$ cat src/rtl/serie_paralelo_align_if.sv
// Lane receive bus: enable and serial bit toward the deserializer, aligned
// byte stream and lock status back out of it.
interface serie_paralelo_align_if;
   logic       enb;
   logic       serial_in;
   logic [7:0] data_out;
   logic       valid_out;
   logic       active;
   logic       com_seen;

   // Driver side of the lane (serializer / test stimulus).
   modport master (
      output enb, serial_in,
      input  data_out, valid_out, active, com_seen
   );

   // Deserializer side.
   modport slave (
      input  enb, serial_in,
      output data_out, valid_out, active, com_seen
   );
endinterface

$ cat src/rtl/serie_paralelo_align.sv
// Per-lane serial-to-parallel front end with COM-symbol byte alignment.
// Hunts COM at any bit offset, locks after COM_TO_LOCK aligned COMs, then
// forwards every aligned non-COM byte with a one-cycle valid strobe.
// Optional feature macro: SP_LOSS_OF_LOCK_EN (drop lock after LOSS_LIMIT
// consecutive non-COM bytes while aligned).
module serie_paralelo_align #(
   parameter logic [7:0] COM         = 8'hBC,
   parameter int         COM_TO_LOCK = 4,
   parameter int         LOSS_LIMIT  = 16
) (
   input logic                   clk,
   input logic                   reset,
   serie_paralelo_align_if.slave bus
);

   localparam logic [3:0] LOCK_N = 4'(COM_TO_LOCK);

   typedef enum logic [1:0] {SEARCH, LOCKING, ALIGNED} state_t;

   state_t     state_reg, state_next;
   logic [7:0] sreg_reg, sreg_next;
   logic [2:0] bit_cnt_reg, bit_cnt_next;
   logic [3:0] com_cnt_reg, com_cnt_next;
   logic [7:0] data_reg, data_next;
   logic       valid_reg, valid_next;
   logic       seen_reg, seen_next;

`ifdef SP_LOSS_OF_LOCK_EN
   localparam logic [4:0] LOSS_N = 5'(LOSS_LIMIT);
   logic [4:0] miss_reg, miss_next;
`endif

   wire boundary = (bit_cnt_reg == 3'd0);
   wire is_com   = (sreg_reg == COM);

   // State and datapath registers; everything holds while enb is low
   // because the next-state logic then returns current values.
   always_ff @(posedge clk or posedge reset) begin
      if (reset) begin
         state_reg   <= SEARCH;
         sreg_reg    <= 8'd0;
         bit_cnt_reg <= 3'd0;
         com_cnt_reg <= 4'd0;
         data_reg    <= 8'd0;
         valid_reg   <= 1'b0;
         seen_reg    <= 1'b0;
`ifdef SP_LOSS_OF_LOCK_EN
         miss_reg    <= 5'd0;
`endif
      end else begin
         state_reg   <= state_next;
         sreg_reg    <= sreg_next;
         bit_cnt_reg <= bit_cnt_next;
         com_cnt_reg <= com_cnt_next;
         data_reg    <= data_next;
         valid_reg   <= valid_next;
         seen_reg    <= seen_next;
`ifdef SP_LOSS_OF_LOCK_EN
         miss_reg    <= miss_next;
`endif
      end
   end

   // Shift, alignment FSM and byte delivery.
   always_comb begin
      state_next   = state_reg;
      sreg_next    = sreg_reg;
      bit_cnt_next = bit_cnt_reg;
      com_cnt_next = com_cnt_reg;
      data_next    = data_reg;
      valid_next   = 1'b0;
      seen_next    = 1'b0;
`ifdef SP_LOSS_OF_LOCK_EN
      miss_next    = miss_reg;
`endif
      if (bus.enb) begin
         sreg_next    = {sreg_reg[6:0], bus.serial_in};
         bit_cnt_next = bit_cnt_reg + 3'd1;
         case (state_reg)
            SEARCH: begin
               // Sliding window: a COM at any offset sets the byte phase.
               if (is_com) begin
                  bit_cnt_next = 3'd1;
                  com_cnt_next = 4'd1;
                  state_next   = (COM_TO_LOCK == 1) ? ALIGNED : LOCKING;
               end
            end
            LOCKING: begin
               if (boundary) begin
                  if (is_com) begin
                     if (com_cnt_reg + 4'd1 == LOCK_N) begin
                        com_cnt_next = LOCK_N;
                        state_next   = ALIGNED;
                     end else begin
                        com_cnt_next = com_cnt_reg + 4'd1;
                     end
                  end else begin
                     com_cnt_next = 4'd0;
                     state_next   = SEARCH;
                  end
               end
            end
            ALIGNED: begin
               if (boundary) begin
                  if (is_com) begin
                     seen_next = 1'b1;
`ifdef SP_LOSS_OF_LOCK_EN
                     miss_next = 5'd0;
`endif
                  end else begin
                     data_next  = sreg_reg;
                     valid_next = 1'b1;
`ifdef SP_LOSS_OF_LOCK_EN
                     // The byte that exhausts the budget is still delivered.
                     if (miss_reg + 5'd1 == LOSS_N) begin
                        miss_next    = 5'd0;
                        com_cnt_next = 4'd0;
                        state_next   = SEARCH;
                     end else begin
                        miss_next = miss_reg + 5'd1;
                     end
`endif
                  end
               end
            end
            default: state_next = SEARCH;
         endcase
      end
   end

   assign bus.data_out  = data_reg;
   assign bus.valid_out = valid_reg & bus.enb;
   assign bus.com_seen  = seen_reg & bus.enb;
   assign bus.active    = (state_reg == ALIGNED);

endmodule

$ cat src/flat_wrapper.sv
// flat-port wrapper written by rule: the top's interface ports become plain ports
module serie_paralelo_align_flat 
#(
   parameter logic [7:0] COM         = 8'hBC,
   parameter int         COM_TO_LOCK = 4,
   parameter int         LOSS_LIMIT  = 16
)
  (clk, reset, bus_enb, bus_serial_in, bus_data_out, bus_valid_out, bus_active, bus_com_seen);
  serie_paralelo_align_if bus_i ();
  input logic clk;
  input logic reset;
  input wire logic [$bits(bus_i.enb)-1:0] bus_enb;
  input wire logic [$bits(bus_i.serial_in)-1:0] bus_serial_in;
  output wire logic [$bits(bus_i.data_out)-1:0] bus_data_out;
  output wire logic [$bits(bus_i.valid_out)-1:0] bus_valid_out;
  output wire logic [$bits(bus_i.active)-1:0] bus_active;
  output wire logic [$bits(bus_i.com_seen)-1:0] bus_com_seen;
  assign bus_i.enb = bus_enb;
  assign bus_i.serial_in = bus_serial_in;
  assign bus_data_out = bus_i.data_out;
  assign bus_valid_out = bus_i.valid_out;
  assign bus_active = bus_i.active;
  assign bus_com_seen = bus_i.com_seen;
  serie_paralelo_align #(.COM(COM), .COM_TO_LOCK(COM_TO_LOCK), .LOSS_LIMIT(LOSS_LIMIT)) u_core (.clk(clk), .reset(reset), .bus(bus_i));
endmodule
$ cat config.mk
export PLATFORM = sky130hd
export DESIGN_NAME = serie_paralelo_align_flat
export DESIGN_NICKNAME = d
export VERILOG_FILES = /design/src/rtl/serie_paralelo_align_if.sv /design/src/rtl/serie_paralelo_align.sv /design/src/flat_wrapper.sv
export SDC_FILE = /design/constraint.sdc
export NUM_CORES = 1
export LEC_CHECK = 0
export CAP_MARGIN = 20
export CORE_MARGIN = 2
export CORE_UTILIZATION = 35
export DETAILED_ROUTE_END_ITERATION = 8
export HOLD_SLACK_MARGIN = 0.15
export PLACE_DENSITY_LB_ADDON = 0.25
export SETUP_SLACK_MARGIN = 0.5
export SYNTH_ARGS = -nofsm -noshare
export SYNTH_HDL_FRONTEND = slang
export SYNTH_SLANG_ARGS = --single-unit
$ cat constraint.sdc
create_clock -name clk -period 2 [get_ports clk]
set_input_delay 0.3 -clock clk [delete_from_list [all_inputs] [get_ports clk]]
set_output_delay 0.3 -clock clk [all_outputs]
set_load 0.005 [all_outputs]
; ---- Word-level counts from Yosys, hierarchy flattened
; Index checks and enable logic that the tools add are counted.
[totals]
word_cells = 46
in_bits = 4
out_inout_bits = 11
regBits = 27
[op_classes]
addsub = 2
bitwise = 4
n_reduce_logical = 6
n_mux = 20
eq_ne = 7
[ops]
columns = operator, n
row1 = $mux W4, 4
row2 = $eq A8 B8 Y1 const B, 1
row3 = $mux W1, 8
row4 = $mux W2, 4
row5 = $pmux W4 S2, 1
row6 = $reduce_and A4 Y1, 2
row7 = $mux W3, 2
row8 = $pmux W2 S3, 1
row9 = $reduce_and A5 Y1, 1
row10 = $add A4 B1 Y4 const B, 1
row11 = $eq A4 B3 Y1 const B, 1
row12 = $ne A2 B1 Y1 const B, 2
row13 = $add A3 B1 Y3 const B, 1
row14 = $logic_not A3 Y1, 1
row15 = $ne A3 B3 Y1 const B, 1
row16 = $and A1 B1 Y1, 2
row17 = $eq A2 B1 Y1 const B, 1
row18 = $eq A2 B2 Y1 const B, 1
row19 = $logic_not A2 Y1, 1
row20 = $not A1 Y1, 2
row21 = $reduce_bool A2 Y1, 1

; ---- Longest topological paths before layout
[logic_depth]
depth_word = 6
mapped_depth = 6

; ---- Worst setup path after synthesis
; Ideal clock, no wire load.
[synth_path]
path_type = register to register
from = register u_core.sreg_reg[0]
to = register u_core.data_reg[1], in the netlist u_core.bus.data_out[1]
stages_incl_launch_ff = 6
t_arrival_ns = 1.403
synth_period_minus_slack_ns = 1.528
path_buffers = 1
required_time_ns = 1.875
setup_slack_ns = 0.472
cell_sequence = dfrtp_1 -> nand4bb_4 -> or2_1 -> buf_6 -> nand2_8 -> mux2_2
[synth_between]
elab_chain_cells = 3
[synth_lines]
columns = element, line_no
row1 = "start, declared", serie_paralelo_align.sv:21  ; logic [7:0] sreg_reg, sreg_next;
row2 = "start signal, assigned", serie_paralelo_align.sv:52  ; sreg_reg <= sreg_next;
row3 = $eq A8 B8 Y1, serie_paralelo_align.sv:34  ; wire is_com = (sreg_reg == COM);
row4 = $not A1 Y1 (no line), n/a
row5 = $reduce_and A4 Y1 (no line), n/a
row6 = "end signal, assigned", serie_paralelo_align.sv:55  ; data_reg <= data_next;
row7 = "end, declared", serie_paralelo_align.sv:24  ; logic [7:0] data_reg, data_next;
; Every way passes these cells.
; A chain may end at the register's enable or synchronous reset.

; ---- Worst setup path after layout
[layout_path]
from = register u_core.sreg_reg[6]
to = register u_core.com_cnt_reg[0]
[layout_between]
elab_chain_cells = 4
[layout_lines]
columns = element, line_no
row1 = $eq A8 B8 Y1 *, serie_paralelo_align.sv:34
row2 = $mux W4, serie_paralelo_align.sv:90  ; if (is_com) begin
row3 = $mux W4, serie_paralelo_align.sv:89  ; if (boundary) begin
row4 = $pmux W4 S2, serie_paralelo_align.sv:79  ; case (state_reg)
row5 = "end signal, assigned", serie_paralelo_align.sv:54  ; com_cnt_reg <= com_cnt_next;
row6 = "end, declared", serie_paralelo_align.sv:23  ; logic [3:0] com_cnt_reg, com_cnt_next;
; Every way passes the cells marked *; elsewhere a longest branch is shown, timed or not. The select of a mux whose other input is x is not followed.

==> impl_results.md <==
- Final setup TNS: 0 ns
- Drt wl/cell: 14.0 µm
- Fin crit share: 77.1%
- CP Class: reg -> reg
- Syn_area_per_cell: 13.3 µm²
- Total CTS buffers: 3
- Commonest cells in the netlist: dfrtp_1, mux2_2, nand2_1
- Die Wd: 65.9 µm
- Mapped Nets: 108
- Setup Skew: roughly 0.007 ns
- # diodes: 0
- TritonCTS clock tree: built
- Fin area: 0.00173 mm²
- # DRC: 0
- Area grow syn2layout: 29.1%
- Cells after Synth: 101
- Final Setup Violations: 0
- Mapped Area: 0.00134 mm²
- Core area: 0.00366 mm²
- Layout cell share with drive strength beyond 1: a little under two fifths
- Warnings, synthesis: 0
- HP Class: in -> async
- Synth top area cells: dfrtp_1, mux2_2, mux2_4, ha_1, nand4bb_4
- Max VDD drop: 372 µV
- Critical Path Fanout Max: 4
- First-pass GRT wire length: roughly 4300 µm
- DRT iter0 DRCs: 27
- #FFs+latches synth: 27
- # hold bufs at CTS: 0
- Leak Pwr: slightly above 0.8 nW
- Gpl congestion: 0.779
- Die H: 65.9 µm
- CP arrival: 1.76 ns
- Row Count: 22
- Initial antenna violation count: 0
- CTS Sinks: 27
- Slew Limit Fails: 0
- Overflow after GRT: 0
- Async set-reset flop share out of synthesis: 100%
- Vias: 881
- Hpwl dp: around 1700 µm
- Total Nets Final: 138
- RSZ-0062 raised after global routing: true
- Pin count of the biggest net entering global routing: 28
- Gr usage total: 12.8%
- Biggest area consumer among synthesized cells: dfrtp_1
- Vias in the first global route: 912
- Placed instance area: 0.00154 mm²
- Headroom to the max-slew limit: 69.3%
- DRT antenna net count: 0
- Share of the core filled with cells: 47.3%
- Port bufs: 14
- Initial core utilization: 36.6%
- Max Cap Viol: 0
- Worst-Skew Late Latency: 0.28 ns
- Synth top area share: 50.4%
- Layout Cells excl Fill: 178
- Sequential area share after synthesis: 50.4%
- Clock tree buffer depth: 2
- Ys flop type: dfrtp_1
- Top-count cell post-synth: dfrtp_1
- Final Hold Vio Count: 0
- Post-synthesis cell type count: 39
- Final WL: 2490 µm
- Pwr dens: 783 mW/mm²
- Number of synthesized flops with an enable pin: 0
- CP Capture Type: flip-flop
- Startpoint class of the critical path: flip-flop
- Pre-antenna DRT Iters: 4
- Worst EP required: 2.22 ns
- Htree depth: 1
- Maximum clock frequency: 649 MHz
- Die ar.: approximately 0.0043 mm²
- Dpl cells: 163
- Worst-path clk slew: 0.10 ns
- Outcome: finished, final reports clean
- Vias per cell: 4.95
- Worst-Margin Slew: 0.456 ns
- Fin crit period: 1.54 ns
- I/O pins: 15
- Clock tree root buffer cell: clkbuf_8
[final cells by class]
type,count,area (µm²)
tap,48,60.1
fill,323,1930
multi-input combinational,67,678
timing repair buffer,27,248
clock buffer,3,41.3
clock inverter,1,7.51
inverter,5,18.8
sequential,27,678
[placed cells by master (no fill, tap or decap), types with 2 or more instances in the layout]
master and n:
nor2_1 3, mux2_4 6, clkdlybuf4s50_1 10, and2_1 2
nor2b_1 3, clkbuf_8 3, o21ai_0 2, mux2_2 9
a22o_1 3, clkdlybuf4s15_1 2, buf_4 12, ha_1 3
dfrtp_1 25, dlygate4sd2_1 2, and2b_1 2, nand3b_1 2
inv_1 5, nand2_1 5, dfrtp_2 2
[worst paths after layout]
path,startpoint,to,slack [ns],cells after the start
worst max-delay path,u_core.sreg_reg[6]$_DFFE_PP0P_,u_core.com_cnt_reg[0]$_DFFE_PP0P_,0.46,5
worst min-delay path,reset,u_core.sreg_reg[3]$_DFFE_PP0P_,0.38,3
worst max register to register,u_core.sreg_reg[6]$_DFFE_PP0P_,u_core.com_cnt_reg[0]$_DFFE_PP0P_,0.46,5
worst min register to register,u_core.bus.data_out[1]$_DFFE_PP0P_,u_core.bus.data_out[1]$_DFFE_PP0P_,0.53,1
max in group asynchronous,reset,u_core.state_reg[0]$_DFFE_PP0P_,1.34,3
min in group clk,u_core.bus.data_out[1]$_DFFE_PP0P_,u_core.bus.data_out[1]$_DFFE_PP0P_,0.53,1
[kinds of logic after synthesis]
logic type | count (synthesis) | share of synthesized area, %
AND/OR/NAND/NOR | 33 | 19.0
flip-flops | 27 | 50.4
multiplexers | 16 | 14.8
AO/OA/AOI/OAI | 14 | 10.1
buffers and inverters | 8 | 2.89
adder cells (fa/ha/maj) | 3 | 2.80
[layer usage]
| layer | global-route usage [%] | routed length (µm) | vias to the layer above |
|---|---|---|---|
| met5 | 0 | 0 | - |
| met4 | 3.13 | 10 | 0 |
| met3 | 2.04 | 73 | 2 |
| met2 | 20.5 | 1190 | 15 |
| met1 | 18.1 | 1220 | 443 |
| li1 | - | - | 421 |
[per-stage QoR]
| stage | power (mW) | hold slack (ns) | setup slack [ns] |
|---|---|---|---|
| 6_report | 1.36 | 0.377 | 0.459 |
| 3_3_place_gp | 0.976 | 0.490 | 0.182 |
| 2_1_floorplan | 0.924 | 0.353 | 0.472 |
| 3_5_place_dp | 0.998 | 0.503 | 0.155 |
| 5_1_grt | 1.43 | 0.421 | 0.401 |
| 4_1_cts | 1.35 | 0.390 | 0.436 |
[worst max-delay path, cell delays in order, from the launching register on]
cell	delay, ns
dfrtp_1	0.40
nand4bb_4	0.27
or2_4	0.32
buf_12	0.14
o31ai_2	0.19
mux2_1	0.16
[power breakdown]
group,internal [mW],leakage [nW],switching [mW]
Clock,0.142,0.0217,0.178
Combinational,0.172,0.447,0.148
Sequential,0.628,0.347,0.0882
[what timing repair did]
action	in CTS	in global routing
gates cloned	1	0
endpoints found under the setup margin	16	17
buffers inserted	6	4
gates resized for setup	11	5
pin swaps	3	2
Power figures use the tool's default switching activity.
